### config.mk
export PLATFORM = sky130hd
export DESIGN_NAME = sec_timer_core
export DESIGN_NICKNAME = d
export VERILOG_FILES = /design/src/rtl/sec_timer_core_pkg.sv /design/src/rtl/sec_timer_core.sv
export SDC_FILE = /design/constraint.sdc
export NUM_CORES = 1
export LEC_CHECK = 0
export CAP_MARGIN = 20
export CORE_MARGIN = 1
export CORE_UTILIZATION = 44
export DETAILED_ROUTE_END_ITERATION = 10
export DONT_BUFFER_PORTS = 1
export HOLD_SLACK_MARGIN = 0.02
export SYNTH_ARGS = -nofsm -noshare
export SYNTH_HDL_FRONTEND = slang
export SYNTH_SLANG_ARGS = --single-unit
### constraint.sdc
create_clock -name clk -period 2 [get_ports clk]
set_input_delay 0.3 -clock clk [delete_from_list [all_inputs] [get_ports clk]]
set_output_delay 0.3 -clock clk [all_outputs]
set_load 0.02 [all_outputs]
### src/rtl/sec_timer_core_pkg.sv
// Shared definitions for the seconds timer core: default sizing and the
// FSM state encoding used by the timer and anything that decodes its state.
package sec_timer_core_pkg;

    // 13 bits is the narrowest width that holds 99:59 as total seconds
    localparam int DEFAULT_CNT_W   = 13;
    localparam int DEFAULT_MAX_SEC = 5999;

    typedef enum logic [1:0] {
        TMR_IDLE  = 2'd0,
        TMR_RUN   = 2'd1,
        TMR_PAUSE = 2'd2,
        TMR_DONE  = 2'd3
    } tmr_state_t;

endpackage

### src/rtl/sec_timer_core.sv
// Seconds counter for the stopwatch / countdown display path.
// Counts up from 0 or down from a loaded preset on each 1 Hz tick, with
// single-cycle start/stop, clear and load controls. All outputs come from
// registers or from the state register, never directly from inputs.
module sec_timer_core
    import sec_timer_core_pkg::*;
#(
    parameter int CNT_W   = DEFAULT_CNT_W,
    parameter int MAX_SEC = DEFAULT_MAX_SEC
) (
    input  logic             clk,
    input  logic             rst,
    input  logic             tick,
    input  logic             start_stop,
    input  logic             clear,
    input  logic             load,
    input  logic [CNT_W-1:0] load_val,
    input  logic             dir,
    output logic [CNT_W-1:0] count,
    output logic             running,
    output logic             paused,
    output logic             done,
    output logic             done_pulse
);

    localparam logic [CNT_W-1:0] MAX_CNT = CNT_W'(MAX_SEC);
    localparam logic [CNT_W-1:0] ONE_CNT = CNT_W'(1);

    tmr_state_t       state, state_n;
    logic [CNT_W-1:0] count_n;
    logic [CNT_W-1:0] preset, preset_n;
    logic             dir_q, dir_n;
    logic             hit_terminal;
    logic [CNT_W-1:0] load_clamped;

    // Loads beyond the displayable range saturate at 99:59
    assign load_clamped = (load_val > MAX_CNT) ? MAX_CNT : load_val;

    // Next-state and datapath: clear beats load, load (IDLE only) beats start_stop
    always_comb begin
        state_n      = state;
        count_n      = count;
        preset_n     = preset;
        dir_n        = dir_q;
        hit_terminal = 1'b0;

        if (clear) begin
            state_n = TMR_IDLE;
            count_n = dir_q ? '0 : preset;
        end else if (load && (state == TMR_IDLE)) begin
            preset_n = load_clamped;
            count_n  = load_clamped;
            dir_n    = 1'b0;
        end else begin
            case (state)
                TMR_IDLE: begin
                    // A countdown from zero would finish instantly, so it is refused
                    if (start_stop) begin
                        if (dir) begin
                            state_n = TMR_RUN;
                            dir_n   = 1'b1;
                        end else if (count != '0) begin
                            state_n = TMR_RUN;
                            dir_n   = 1'b0;
                        end
                    end
                end
                TMR_RUN: begin
                    if (tick) begin
                        if (dir_q) begin
                            if (count < MAX_CNT) begin
                                count_n = count + ONE_CNT;
                            end else begin
                                hit_terminal = 1'b1;
                            end
                        end else begin
                            // Reaching zero (or already at zero) ends the countdown
                            if (count > ONE_CNT) begin
                                count_n = count - ONE_CNT;
                            end else begin
                                count_n      = '0;
                                hit_terminal = 1'b1;
                            end
                        end
                    end
                    // A terminal tick outranks a coincident pause request
                    if (hit_terminal) begin
                        state_n = TMR_DONE;
                    end else if (start_stop) begin
                        state_n = TMR_PAUSE;
                    end
                end
                TMR_PAUSE: begin
                    if (start_stop) begin
                        state_n = TMR_RUN;
                    end
                end
                TMR_DONE: begin
                    state_n = TMR_DONE;
                end
                default: begin
                    state_n = TMR_IDLE;
                end
            endcase
        end
    end

    // State, count, preset and direction registers plus the DONE-entry pulse
    always_ff @(posedge clk or posedge rst) begin
        if (rst) begin
            state      <= TMR_IDLE;
            count      <= '0;
            preset     <= '0;
            dir_q      <= 1'b1;
            done_pulse <= 1'b0;
        end else begin
            state      <= state_n;
            count      <= count_n;
            preset     <= preset_n;
            dir_q      <= dir_n;
            done_pulse <= (state_n == TMR_DONE) && (state != TMR_DONE);
        end
    end

    assign running = (state == TMR_RUN);
    assign paused  = (state == TMR_PAUSE);
    assign done    = (state == TMR_DONE);

endmodule

; ---- Yosys cells after proc, flatten, opt, wreduce, memory -nomap -nowiden
; Cells that the tools add are included.
[op_classes]
reduce_logical = 12
eq_ne = 6
addsub = 2
bitwise_logic = 1
n_mux = 30
n_lt_le_gt_ge = 3
[op_table]
columns = operator, count
row1 = two-way mux 13 bit, 9
row2 = two-way mux 2 bit, 8
row3 = "adder 13 x 1 -> 13 bit, second input constant", 1
row4 = "> comparator 13 x 1 -> 1 bit, second input constant", 1
row5 = "> comparator 13 bit, second input constant", 1
row6 = "less-than comparator 13 bit, second input constant", 1
row7 = nonzero test 13 bit, 1
row8 = "subtractor 13 x 1 -> 13 bit, second input constant", 1
row9 = two-way mux 1 bit, 12
row10 = nonzero test 3 bit, 3
row11 = one-hot mux 2 bit (4 select lines), 1
row12 = "equality test 2 bit, second input constant", 3
row13 = "!= test 4 x 2 -> 1 bit, second input constant", 1
row14 = AND reduction 4 bit, 1
row15 = nonzero test 2 bit, 2
row16 = AND reduction 3 bit, 1
row17 = "equality test 2 x 1 -> 1 bit, second input constant", 1
row18 = logical AND 1 bit, 2
row19 = logical NOT 2 bit, 1
row20 = "!= test 2 bit, second input constant", 1
row21 = AND reduction 2 bit, 1
row22 = NOT 1 bit, 1
[totals]
inputBits = 20
regBits = 30
elab_cells = 59
out_inout_bits = 17

; ---- Longest topological paths before layout
; Gate-level depths: netlist of the first run.
[depth]
depth_word = 13
depth_mapped = 8

; ---- Worst setup path before layout of the first run
; Ideal clock, no wire load.
[synth_path]
path_kind = reg-to-reg
start = register count[1]
end = register count[12]
slack_ns = 0.038
setup_time_ns = 0.078
stages_incl_launch_ff = 9
t_arrival_ns = 1.885
cell_sequence = dfrtp_1 -> inv_1 -> ha_1 -> o21bai_1 -> a41oi_1 -> nand2_2 -> nor2_1 -> a21oi_1 -> o2bb2ai_1
[synth_between]
elab_chain_cells = 7
elab_cells_between_ends = 13
[synth_lines]
columns = item, line
row1 = start: declaration, sec_timer_core.sv:19  ; output logic [CNT_W-1:0] count,
row2 = start signal: assignment, sec_timer_core.sv:118  ; count <= count_n;
row3 = subtractor 13 x 1 -> 13 bit (tied with other cells), sec_timer_core.sv:79  ; count_n = count - ONE_CNT;
row4 = two-way mux 13 bit (on tied branches), "sec_timer_core.sv:78, sec_timer_core.sv:71"
row5 = two-way mux 13 bit, sec_timer_core.sv:70  ; if (dir_q) begin
row6 = two-way mux 13 bit, sec_timer_core.sv:69  ; if (tick) begin
row7 = two-way mux 13 bit, sec_timer_core.sv:55  ; case (state)
row8 = two-way mux 13 bit, sec_timer_core.sv:50  ; end else if (load && (state == TMR_IDLE)) begin
row9 = two-way mux 13 bit, sec_timer_core.sv:47  ; if (clear) begin
; Several ways; a longest one is shown, not always the timed one. The select of a mux whose other input is x is not followed.
; A chain may end at the register's enable or synchronous reset.

; ---- Worst setup path after layout of the first run
[layout_path]
start = register count[5]
end = register state[0]
[layout_between]
elab_chain_cells = 11
elab_cells_between_ends = 17
[layout_lines]
columns = item, line
row1 = > comparator 13 x 1 -> 1 bit or less-than comparator 13 bit (tied branches), "sec_timer_core.sv:78, sec_timer_core.sv:71"
row2 = two-way mux 1 bit (on tied branches), "sec_timer_core.sv:78, sec_timer_core.sv:71"
row3 = two-way mux 1 bit, sec_timer_core.sv:70
row4 = two-way mux 1 bit, sec_timer_core.sv:69
row5 = two-way mux 1 bit, sec_timer_core.sv:55
row6 = two-way mux 1 bit, sec_timer_core.sv:50
row7 = two-way mux 1 bit, sec_timer_core.sv:47
row8 = two-way mux 2 bit, sec_timer_core.sv:87  ; if (hit_terminal) begin
row9 = one-hot mux 2 bit (4 select lines) *, sec_timer_core.sv:55
row10 = two-way mux 2 bit *, sec_timer_core.sv:50
row11 = two-way mux 2 bit *, sec_timer_core.sv:47
row12 = via state_n[0], sec_timer_core.sv:29  ; tmr_state_t state, state_n;
row13 = end signal: assignment, sec_timer_core.sv:117  ; state <= state_n;
row14 = end: declaration, sec_timer_core.sv:29
; The timed path passes the listed nets; every way through them passes the cells marked *. The select of a mux whose other input is x is not followed.

==> metrics.md, run 1 <==
| Metric | Value |
|---|---|
| Status | `finished clean` |
| Routed vias | `approximately 2200` |
| Routed WL | `6280 um` |
| CP cell instances | `or4_4 -> nor2_4 -> nand4_1 -> or3_1 -> o211ai_2 -> a31oi_1` |
| Required time of the critical path | `roughly 2.2 ns` |
| Initial Utilization | `45.7%` |
| Maxcap violations | `0` |
| IO Pins | `37` |
| CP max-delay cell | `or4_4` |
| Mapped Nets | `roughly 290` |
| Initial antenna violation count | `0` |
| Startpoint types | `flop` |
| Mapped Cells | `approximately 260` |
| Least-Margin Pin Slew | `just under 0.5 ns` |
| Seq/Total Area, Yosys | `a little over a third` |
| CTS Buffer Depth | `2` |
| Die Area | `5190 um^2` |
| Area of the core | `about 4700 um^2` |
| Synth Warn # | `0` |
| Max Clock Freq | `about 0.52 GHz` |
| Global Route Usage Sum | `25.3%` |
| Grt ovf | `0` |
| Top-area cell type share of the netlist area | `~34%` |
| Min-Delay Path Class | `in -> reg` |
| Clock Sinks | `30` |
| Slowest stage delay, CP | `~0.6 ns` |
| Area contributors post-synth | `dfrtp_1 34%, nand2_1 6.1%, a21oi_1 4.4%` |
| Final setup vio count | `0` |
| Pwr Density | `983 nW/um^2` |
| Post-DP HPWL | `between 4000 and 5000 um` |
| H-tree levels | `2` |
| CP arrival | `2.06 ns` |
| Area Overhead vs Synth | `22.4%` |
| Post-synth EDFFs | `0` |
| GPL Wtd Cong | `just under 0.9` |
| Rel. slew slack | `around two thirds` |
| Width of the die | `72.0 um` |
| Largest net degree at the start of global routing | `31` |
| Drt initial violations | `210` |
| First-pass GRT wire length | `between 9000 and 10000 um` |
| Port Buffer Count | `0` |
| Final Max Tran Viols | `0` |
| Share of layout cells above drive strength 1 | `between 20% and 30%` |
| Fin. Hold Viols | `0` |
| ANT cells | `0` |
| Syn Area/Cell | `8.18 um^2` |
| Clock skew | `about 0.007 ns` |
| Synth area leader | `dfrtp_1` |
| Final setup margin | `about 0.086 ns` |
| Dpl ws | `approximately 0.086 ns` |
| Pleak | `1.19 nW` |
| VDD IR max | `0.429 mV` |
| Cell area after synthesis | `2160 um^2` |
| Number of CTS-inserted buffers | `5` |
| Vias per cell | `about 5.9` |
| Final period utilization | `95.7%` |
| NumNets Final | `roughly 330` |
| Worst-path fanout max | `5` |
| Clock slew at reported path FFs | `0.06 ns` |
| Die Y | `72.0 um` |
| Largest delay share family, worst path | `simple AND/OR/NAND/NOR gates` |
| CP endpoint kind | `flop` |
| Drc violations | `0` |
| Drt wl/cell | `between 15 and 20 um` |
| CTS tree | `yes` |
| Sum Neg Setup Slack | `0 ns` |
| Async S/R FF share, synth | `100%` |
| Unique cell type count in the Yosys netlist | `56` |
| Detail Route Antenna Nets | `0` |
| Vias in the first global route | `2010` |
| Minimum clock period | `1.91 ns` |
| First-pass detailed-route iteration total | `5` |
| Worst skew pair latency | `0.29 ns` |
| Row cnt | `25` |
| Root Driver | `clkbuf_8` |
| CP Class | `reg -> reg` |
| Main flop type after synthesis | `dfrtp_1` |
| CP Buf/Inv Count | `0` |
| Register bit total from synthesis | `30` |
==> stage by stage <==
step / hold WS [ns] / area [um^2] / power [mW] / std cells / utilization, %
floorplan: 0.362 / 2160 / 1.54 / 264 / -
global placement: 0.301 / 2480 / 1.92 / 357 / 52.5
detailed placement: 0.300 / 2480 / 1.93 / 357 / 52.5
CTS: 0.0654 / 2600 / 2.58 / 365 / 55.1
global route: 0.0612 / 2640 / 2.75 / 368 / 55.9
finish: 0.0696 / 2640 / 2.60 / 368 / 55.9
==> worst paths after layout <==
path / from / endpoint / slack, ns / depth (start not counted)
max: count[5] / state[0] / 0.09 / 6
min: load / dir_q / 0.07 / 1
max reg2reg: count[5] / state[0] / 0.09 / 6
min reg2reg: preset[3] / preset[3] / 0.48 / 2
max in group asynchronous: rst / dir_q / 1.13 / 3
min in group asynchronous: rst / preset[1] / 0.52 / 3
==> synth_stat cells, types with 3 or more instances <==
library cell  instances
nand2_1              35
dfrtp_1              29
nor2_1               23
a21oi_1              19
o21ai_0              16
nand3_1              10
a21o_1                9
o21ai_1               9
buf_2                 8
nand4_1               8
a31oi_1               7
clkbuf_1              7
xor2_1                6
inv_1                 5
ha_1                  4
nor2b_1               4
nor3_1                4
and3_1                3
buf_4                 3
o211ai_1              3
o2bb2ai_1             3
o31ai_1               3
or3_1                 3
==> layout by cell type, fill, tap and decap left out, types with 8 or more instances in the layout <==
| master | count |
|---|---|
| a21o_1 | 9 |
| a21oi_1 | 19 |
| buf_4 | 48 |
| dfrtp_1 | 29 |
| nand2_1 | 35 |
| nand3_1 | 10 |
| nand4_1 | 8 |
| nor2_1 | 22 |
| o21ai_0 | 16 |
| o21ai_1 | 9 |
==> cells by family after synthesis <==
kind of cell,share of synthesized area [%]
adder cells (fa/ha/maj),2.32
multiplexers,0.464
XOR/XNOR,2.43
AND/OR/NAND/NOR,26.2
AO/OA/AOI/OAI,28.2
flip-flops,34.8
buffers and inverters,5.51
==> state kept, by name (all words and copies together) (netlist names) <==
signal,cells
count,13
dir_q,1
done_pulse,1
preset,13
state,2
==> layout make-up <==
cell class                      count  area, um^2
Fill cell                         441        2080
Inverter                            5        18.8
Clock buffer                        6        82.6
Timing Repair Buffer               49         370
Sequential cell                    30         752
Clock inverter                      1        30.0
Multi-Input combinational cell    210        1300
Tap cell                           67        83.8
==> report_power, final <==
part / total (mW) / internal, mW / switching [mW]
registers: 0.864 / 0.728 / 0.136
logic: 1.09 / 0.468 / 0.627
clock network: 0.637 / 0.398 / 0.239
==> what timing repair did <==
action,in CTS,in global routing
endpoints found under the hold margin,29,0
buffers inserted,0,3
resized for setup,0,3
hold buffers,1,0
endpoints found under the setup margin,0,8
==> routing by layer <==
| layer | wire length (um) | vias up | global-route usage (%) |
|---|---|---|---|
| met1 | 2680 | 1037 | 33.0 |
| met5 | 0 | - | 0 |
| met3 | 442 | 15 | 6.11 |
| met4 | 189 | 0 | 11.1 |
| met2 | 2960 | 94 | 40.3 |
| li1 | - | 1038 | - |
No activity file was read; power rests on OpenSTA's default activity.
==> inputs of run 2 (changes only) <==
HOLD_SLACK_MARGIN = unset   (was 0.02)
clock period = 2.3 ns   (was 2 ns; I/O delays follow)
==> metrics.md, run 2 (synthesis gave the netlist of run 1 again) <==
| Metric | Value |
|---|---|
| Root Driver | `clkbuf_8 (unchanged)` |
| Dpl ws | `0.301 ns (was 0.0865 ns)` |
| Die Y | `72.0 um (unchanged)` |
| Startpoint types | `flop (unchanged)` |
| Drt wl/cell | `17.4 um (was 17.1 um)` |
| Hold_buf cts | `0 (was 1)` |
| CTS tree | `yes (unchanged)` |
| Placed insts | `337 (was 357)` |
| CP cell instances | `nor4_2 -> a41oi_1 -> nand2_2 -> nor2_1 -> a211oi_1 -> a21oi_1 (was or4_4 -> nor2_4 -> nand4_1 -> or3_1 -> o211ai_2 -> a31oi_1)` |
| Maxcap violations | `0 (unchanged)` |
| Area post-placement | `2330 um^2 (was 2480 um^2)` |
| Final core occ | `51.3% (was 55.9%)` |
| Initial Utilization | `45.7% (unchanged)` |
| CP Class | `reg -> reg (unchanged)` |
| Pint | `1.20 mW (was 1.59 mW)` |
| Rel. slew slack | `65.5% (was 67.1%)` |
| CP arrival | `2.20 ns (was 2.06 ns)` |
| Clock slew at reported path FFs | `0.07 ns (was 0.06 ns)` |
| Vias in the first global route | `1984 (was 2010)` |
| NumNets Final | `301 (was 325)` |
| Design area | `2420 um^2 (was 2640 um^2)` |
| Final setup vio count | `0 (unchanged)` |
| RSZ-0062 raised after global routing | `false` |
| Max Clock Freq | `0.492 GHz (was 0.522 GHz)` |
| Vias per cell | `6.02 (was 5.93)` |
| Final Non-Filler Cells | `345 (was 368)` |
| ANT cells | `0 (unchanged)` |
| Net Sw Frac | `41.0% (was 38.6%)` |
| Fin. Hold Viols | `0 (unchanged)` |
| Sum Neg Setup Slack | `0 ns (unchanged)` |
| Die Area | `5190 um^2 (unchanged)` |
| First-pass GRT wire length | `10200 um (was 9920 um)` |
| Stages on worst setup path | `6 (unchanged)` |
| H-tree levels | `2 (unchanged)` |
| Clock skew | `0.00825 ns (was 0.00715 ns)` |
| Final setup margin | `0.268 ns (was 0.0858 ns)` |
| Net Sw Power | `0.835 mW (was 1.00 mW)` |
| Worst R2R Path Depth | `6 (unchanged)` |
| Pwr Density | `842 nW/um^2 (was 983 nW/um^2)` |
| Clock Sinks | `30 (unchanged)` |
| Port Buffer Count | `0 (unchanged)` |
| GPL Wtd Cong | `0.901 (was 0.893)` |
| Minimum clock period | `2.03 ns (was 1.91 ns)` |
| Share of layout cells above drive strength 1 | `16.5% (was 23.6%)` |
| Slowest stage delay, CP | `0.46 ns (was 0.60 ns)` |
| Required time of the critical path | `2.46 ns (was 2.15 ns)` |
| IO Pins | `37 (unchanged)` |
| Final period utilization | `88.3% (was 95.7%)` |
| Most frequent cells in the layout | `35 x nand2_1, 29 x dfrtp_1, 25 x buf_4, 23 x nor2_1, 19 x a21oi_1 (was 48 x buf_4, 35 x nand2_1, 29 x dfrtp_1, 22 x nor2_1, 19 x a21oi_1)` |
| CP Buf/Inv Count | `0 (unchanged)` |
| Final Max Tran Viols | `0 (unchanged)` |
| Drt initial violations | `195 (was 210)` |
| CP endpoint kind | `flop (unchanged)` |
| Detail Route Antenna Nets | `0 (unchanged)` |
| Clock power frac | `22.2% (was 24.5%)` |
| CTS Buffer Depth | `2 (unchanged)` |
| Worst reg2reg startpoint | `count[7] (was count[5])` |
| Routed vias | `2077 (was 2184)` |
| Commonest non-fill, non-tap cell in the layout | `nand2_1 (was buf_4)` |
| Routed WL | `6000 um (was 6280 um)` |
| Number of CTS-inserted buffers | `5 (unchanged)` |
| Width of the die | `72.0 um (unchanged)` |
| Row cnt | `25 (unchanged)` |
| Worst skew pair latency | `0.29 ns (about the same)` |
| Area Overhead vs Synth | `12.2% (was 22.4%)` |
| Share of total power in sequential cells | `38.1% (was 33.3%)` |
| Initial antenna violation count | `0 (unchanged)` |
| Min-Delay Path Class | `in -> async (was in -> reg)` |
| Status | `finished clean (unchanged)` |
| Area of the core | `4720 um^2 (unchanged)` |
| Least-Margin Pin Slew | `0.517 ns (was 0.493 ns)` |
| CP max-delay cell | `dfrtp_1 (was or4_4)` |
| Grt ovf | `0 (unchanged)` |
| FF-to-FF End | `count[8] (was state[0])` |
| Logic pwr share | `39.7% (was 42.2%)` |
| Pleak | `1.06 nW (was 1.19 nW)` |
| R2R setup slack | `0.27 ns (was 0.09 ns)` |
| Global Route Usage Sum | `25.7% (was 25.3%)` |
| Post-CTS Setup Repair Bufs | `0 (unchanged)` |
| VDD IR max | `0.351 mV (was 0.429 mV)` |
| First-pass detailed-route iteration total | `4 (was 5)` |
| Largest net degree at the start of global routing | `31 (unchanged)` |
| Drc violations | `0 (unchanged)` |
| Post-DP HPWL | `4370 um (was 4680 um)` |
| Cts repair resizes | `0 (unchanged)` |
| Worst-path fanout max | `10 (was 5)` |
| Biggest regs | `count x13, preset x13, state x2 (unchanged)` |
| Largest delay share family, worst path | `simple AND/OR/NAND/NOR gates (unchanged)` |
[run 2: cell types whose count changed in the layout (fill, tap and decap cells not counted), sizes merged]
cell	delta
buf	-23
bufinv	-1
clkbuf	+1
clkinv	+1
dlygate4sd3	-1
[run 2: per-layer routing]
metal  share of wire [%]  vias up  global-route usage [%]
li1                    -      992                       -
met1                  45     1002                    35.8
met2                  46       63                    38.1
met3                 4.9       20                    5.97
met4                 3.6        0                    11.5
met5                   0        -                       0
[run 2: metrics by stage]
step | hold WS, ns | power, mW
after floorplan | 0.407 | 1.34
after global placement | 0.345 | 1.58
after detailed placement | 0.349 | 1.59
after CTS | 0.0435 | 2.04
after global routing | 0.0526 | 2.18
final | 0.0282 | 2.04
[run 2: how the worst max path moves through the flow]
stage	from	endpoint	slack, ns
after floorplan	count[1]	count[12]	0.34
after global placement	count[9]	count[9]	0.37
after detailed placement	count[9]	count[9]	0.30
after CTS	count[9]	count[9]	0.29
after global routing	count[9]	count[8]	0.1
final	count[7]	count[8]	0.27
[run 2: layout make-up]
type                            count  area [um^2]
Inverter                            5         18.8
Tap cell                           67         83.8
Timing Repair Buffer               25          188
Clock buffer                        7         86.3
Multi-Input combinational cell    210         1290
Sequential cell                    30          752
Fill cell                         459         2300
Clock inverter                      1         5.00
[run 2: power by group through the flow]
| stage | clock network, mW | logic, mW | registers (mW) |
|---|---|---|---|
| finish | 0.453 | 0.809 | 0.776 |
| global route | 0.482 | 0.905 | 0.793 |
| CTS | 0.457 | 0.809 | 0.775 |
| detailed placement | 0 | 0.805 | 0.784 |
| global placement | 0 | 0.803 | 0.780 |
| floorplan | 0 | 0.540 | 0.801 |
==> inputs of run 3 (changes only) <==
CORE_UTILIZATION = 35   (was 44)
==> metrics.md, run 3 (synthesis gave the netlist of run 1 again) <==
| Metric | Value |
|---|---|
| Status | `finished clean (unchanged)` |
| Most frequent cells in the layout | `35 x nand2_1, 29 x dfrtp_1, 24 x buf_4, 23 x nor2_1, 19 x a21oi_1 (was 35 x nand2_1, 29 x dfrtp_1, 25 x buf_4, 23 x nor2_1, 19 x a21oi_1)` |
| Final Max Tran Viols | `0 (unchanged)` |
| Slowest stage delay, CP | `0.40 ns (was 0.46 ns)` |
| Vias in the first global route | `1918 (was 1984)` |
| Commonest non-fill, non-tap cell in the layout | `nand2_1 (unchanged)` |
| Share of total power in sequential cells | `33.6% (was 38.1%)` |
| CP arrival | `2.21 ns (was 2.20 ns)` |
| Routed WL | `6030 um (was 6000 um)` |
| Clock skew | `0.00761 ns (was 0.00825 ns)` |
| Startpoint types | `flop (unchanged)` |
| NumNets Final | `300 (was 301)` |
| CP max-delay cell | `dfrtp_1 (unchanged)` |
| Die Area | `6480 um^2 (was 5190 um^2)` |
| Biggest regs | `count x13, preset x13, state x2 (unchanged)` |
| Area of the core | `5920 um^2 (was 4720 um^2)` |
| Sum Neg Setup Slack | `0 ns (unchanged)` |
| Global Route Usage Sum | `20.0% (was 25.7%)` |
| Vias per cell | `5.87 (was 6.02)` |
| Final core occ | `41.8% (was 51.3%)` |
| Design area | `2470 um^2 (was 2420 um^2)` |
| CP cell instances | `inv_1 -> ha_1 -> o21bai_1 -> a41oi_1 -> nand2_2 -> nor2_1 -> a21oi_1 -> o2bb2ai_1 (was nor4_2 -> a41oi_1 -> nand2_2 -> nor2_1 -> a211oi_1 -> a21oi_1)` |
| Detail Route Antenna Nets | `0 (unchanged)` |
| CP Buf/Inv Count | `1 (was 0)` |
| IO Pins | `37 (unchanged)` |
| CP endpoint kind | `flop (unchanged)` |
| Pint | `1.42 mW (was 1.20 mW)` |
| GPL Wtd Cong | `0.874 (was 0.901)` |
| Clock slew at reported path FFs | `0.07 ns (about the same)` |
| Final period utilization | `86.6% (was 88.3%)` |
| First-pass GRT wire length | `9690 um (was 10200 um)` |
| Drc violations | `0 (unchanged)` |
| Required time of the critical path | `2.52 ns (was 2.46 ns)` |
| Hold WS | `0.0178 ns (was 0.0282 ns)` |
| Total power | `2.28 mW (was 2.04 mW)` |
| Grt ovf | `0 (unchanged)` |
| H-tree levels | `2 (unchanged)` |
| Maxcap violations | `0 (unchanged)` |
| Width of the die | `80.5 um (was 72.0 um)` |
| Die Y | `80.5 um (was 72.0 um)` |
| Initial Utilization | `36.5% (was 45.7%)` |
| Initial antenna violation count | `0 (unchanged)` |
| Logic pwr share | `36.2% (was 39.7%)` |
| Cts repair resizes | `0 (unchanged)` |
| CP Class | `reg -> reg (unchanged)` |
| Pwr Density | `920 nW/um^2 (was 842 nW/um^2)` |
| Minimum clock period | `1.99 ns (was 2.03 ns)` |
| Largest net degree at the start of global routing | `31 (unchanged)` |
| Net Sw Power | `0.853 mW (was 0.835 mW)` |
| Rel. slew slack | `65.5% (about the same)` |
| First-pass detailed-route iteration total | `5 (was 4)` |
| Area post-placement | `2330 um^2 (about the same)` |
| CTS tree | `yes (unchanged)` |
| Drt initial violations | `181 (was 195)` |
| Clock Sinks | `30 (unchanged)` |
| Net Sw Frac | `37.5% (was 41.0%)` |
| FILL cells | `596 (was 459)` |
| Number of CTS-inserted buffers | `5 (unchanged)` |
| RSZ-0062 raised after global routing | `false (unchanged)` |
| Hold_buf cts | `0 (unchanged)` |
| VDD IR max | `0.312 mV (was 0.351 mV)` |
| Fin. Hold Viols | `0 (unchanged)` |
| Row cnt | `28 (was 25)` |
| Max Clock Freq | `0.502 GHz (was 0.492 GHz)` |
| Pleak | `1.08 nW (was 1.06 nW)` |
| CTS Buffer Depth | `2 (unchanged)` |
| Worst-path fanout max | `10 (unchanged)` |
| Routed vias | `2065 (was 2077)` |
| Port Buffer Count | `0 (unchanged)` |
| ANT cells | `0 (unchanged)` |
| Root Driver | `clkbuf_8 (unchanged)` |
| Clock power frac | `30.2% (was 22.2%)` |
| Share of layout cells above drive strength 1 | `16.6% (was 16.5%)` |
| Drt wl/cell | `17.1 um (was 17.4 um)` |
| Least-Margin Pin Slew | `0.516 ns (was 0.517 ns)` |
| Post-DP HPWL | `4440 um (was 4370 um)` |
| Largest delay share family, worst path | `compound AO/OA/AOI/OAI gates (was simple AND/OR/NAND/NOR gates)` |
| Final setup vio count | `0 (unchanged)` |
| Area Overhead vs Synth | `14.7% (was 12.2%)` |
| Min-Delay Path Class | `in -> async (unchanged)` |
| Worst skew pair latency | `0.29 ns (about the same)` |
| Post-CTS Setup Repair Bufs | `0 (unchanged)` |
==> run 3: cell count changes in the layout (fill, tap and decap cells not counted), sizes merged <==
cell,delta
clkinv,-1
bufinv,+2
clkbuf,-1
buf,-1
==> run 3: worst paths after layout <==
| kind | from | to | slack, ns | cells past startpoint |
|---|---|---|---|---|
| max | count[1] | count[12] | 0.31 | 8 |
| min | rst | preset[5] | 0.02 | 2 |
| max reg2reg | count[1] | count[12] | 0.31 | 8 |
| min reg2reg | preset[3] | preset[3] | 0.48 | 2 |
| max in group asynchronous | rst | dir_q | 1.95 | 2 |
| min in group clk | clear | state[1] | 0.11 | 1 |
==> run 3: cell type report <==
class | count | area (um^2) | area share [%]
timing repair buffer | 24 | 180 | 7.28
multi-input combinational | 210 | 1290 | 52.0
tap | 75 | 93.8 | 3.79
inverter | 5 | 18.8 | 0.758
sequential | 30 | 752 | 30.4
clock buffer | 6 | 82.6 | 3.34
clock inverter | 2 | 60.1 | 2.43
==> run 3: metrics by stage <==
step | worst slack (ns) | std cells
4_1_cts | 0.317 | 352
5_1_grt | 0.162 | 352
3_3_place_gp | 0.352 | 344
3_5_place_dp | 0.341 | 344
6_report | 0.309 | 352
2_1_floorplan | 0.338 | 264
==> run 3: power by group through the flow <==
stage	combinational, mW	clock, mW	sequential, mW
floorplan	0.540	0	0.801
global placement	0.815	0	0.769
detailed placement	0.819	0	0.772
CTS	0.822	0.698	0.762
global route	0.904	0.720	0.784
finish	0.824	0.687	0.765
==> run 3: routing by layer <==
| metal | part of all wire [%] | GRT usage (%) | vias to the layer above |
|---|---|---|---|
| met5 | 0 | 0 | - |
| met4 | 1.8 | 8.39 | 0 |
| met3 | 7.1 | 6.25 | 9 |
| met2 | 47 | 30.9 | 67 |
| met1 | 44 | 25.3 | 996 |
| li1 | - | - | 993 |
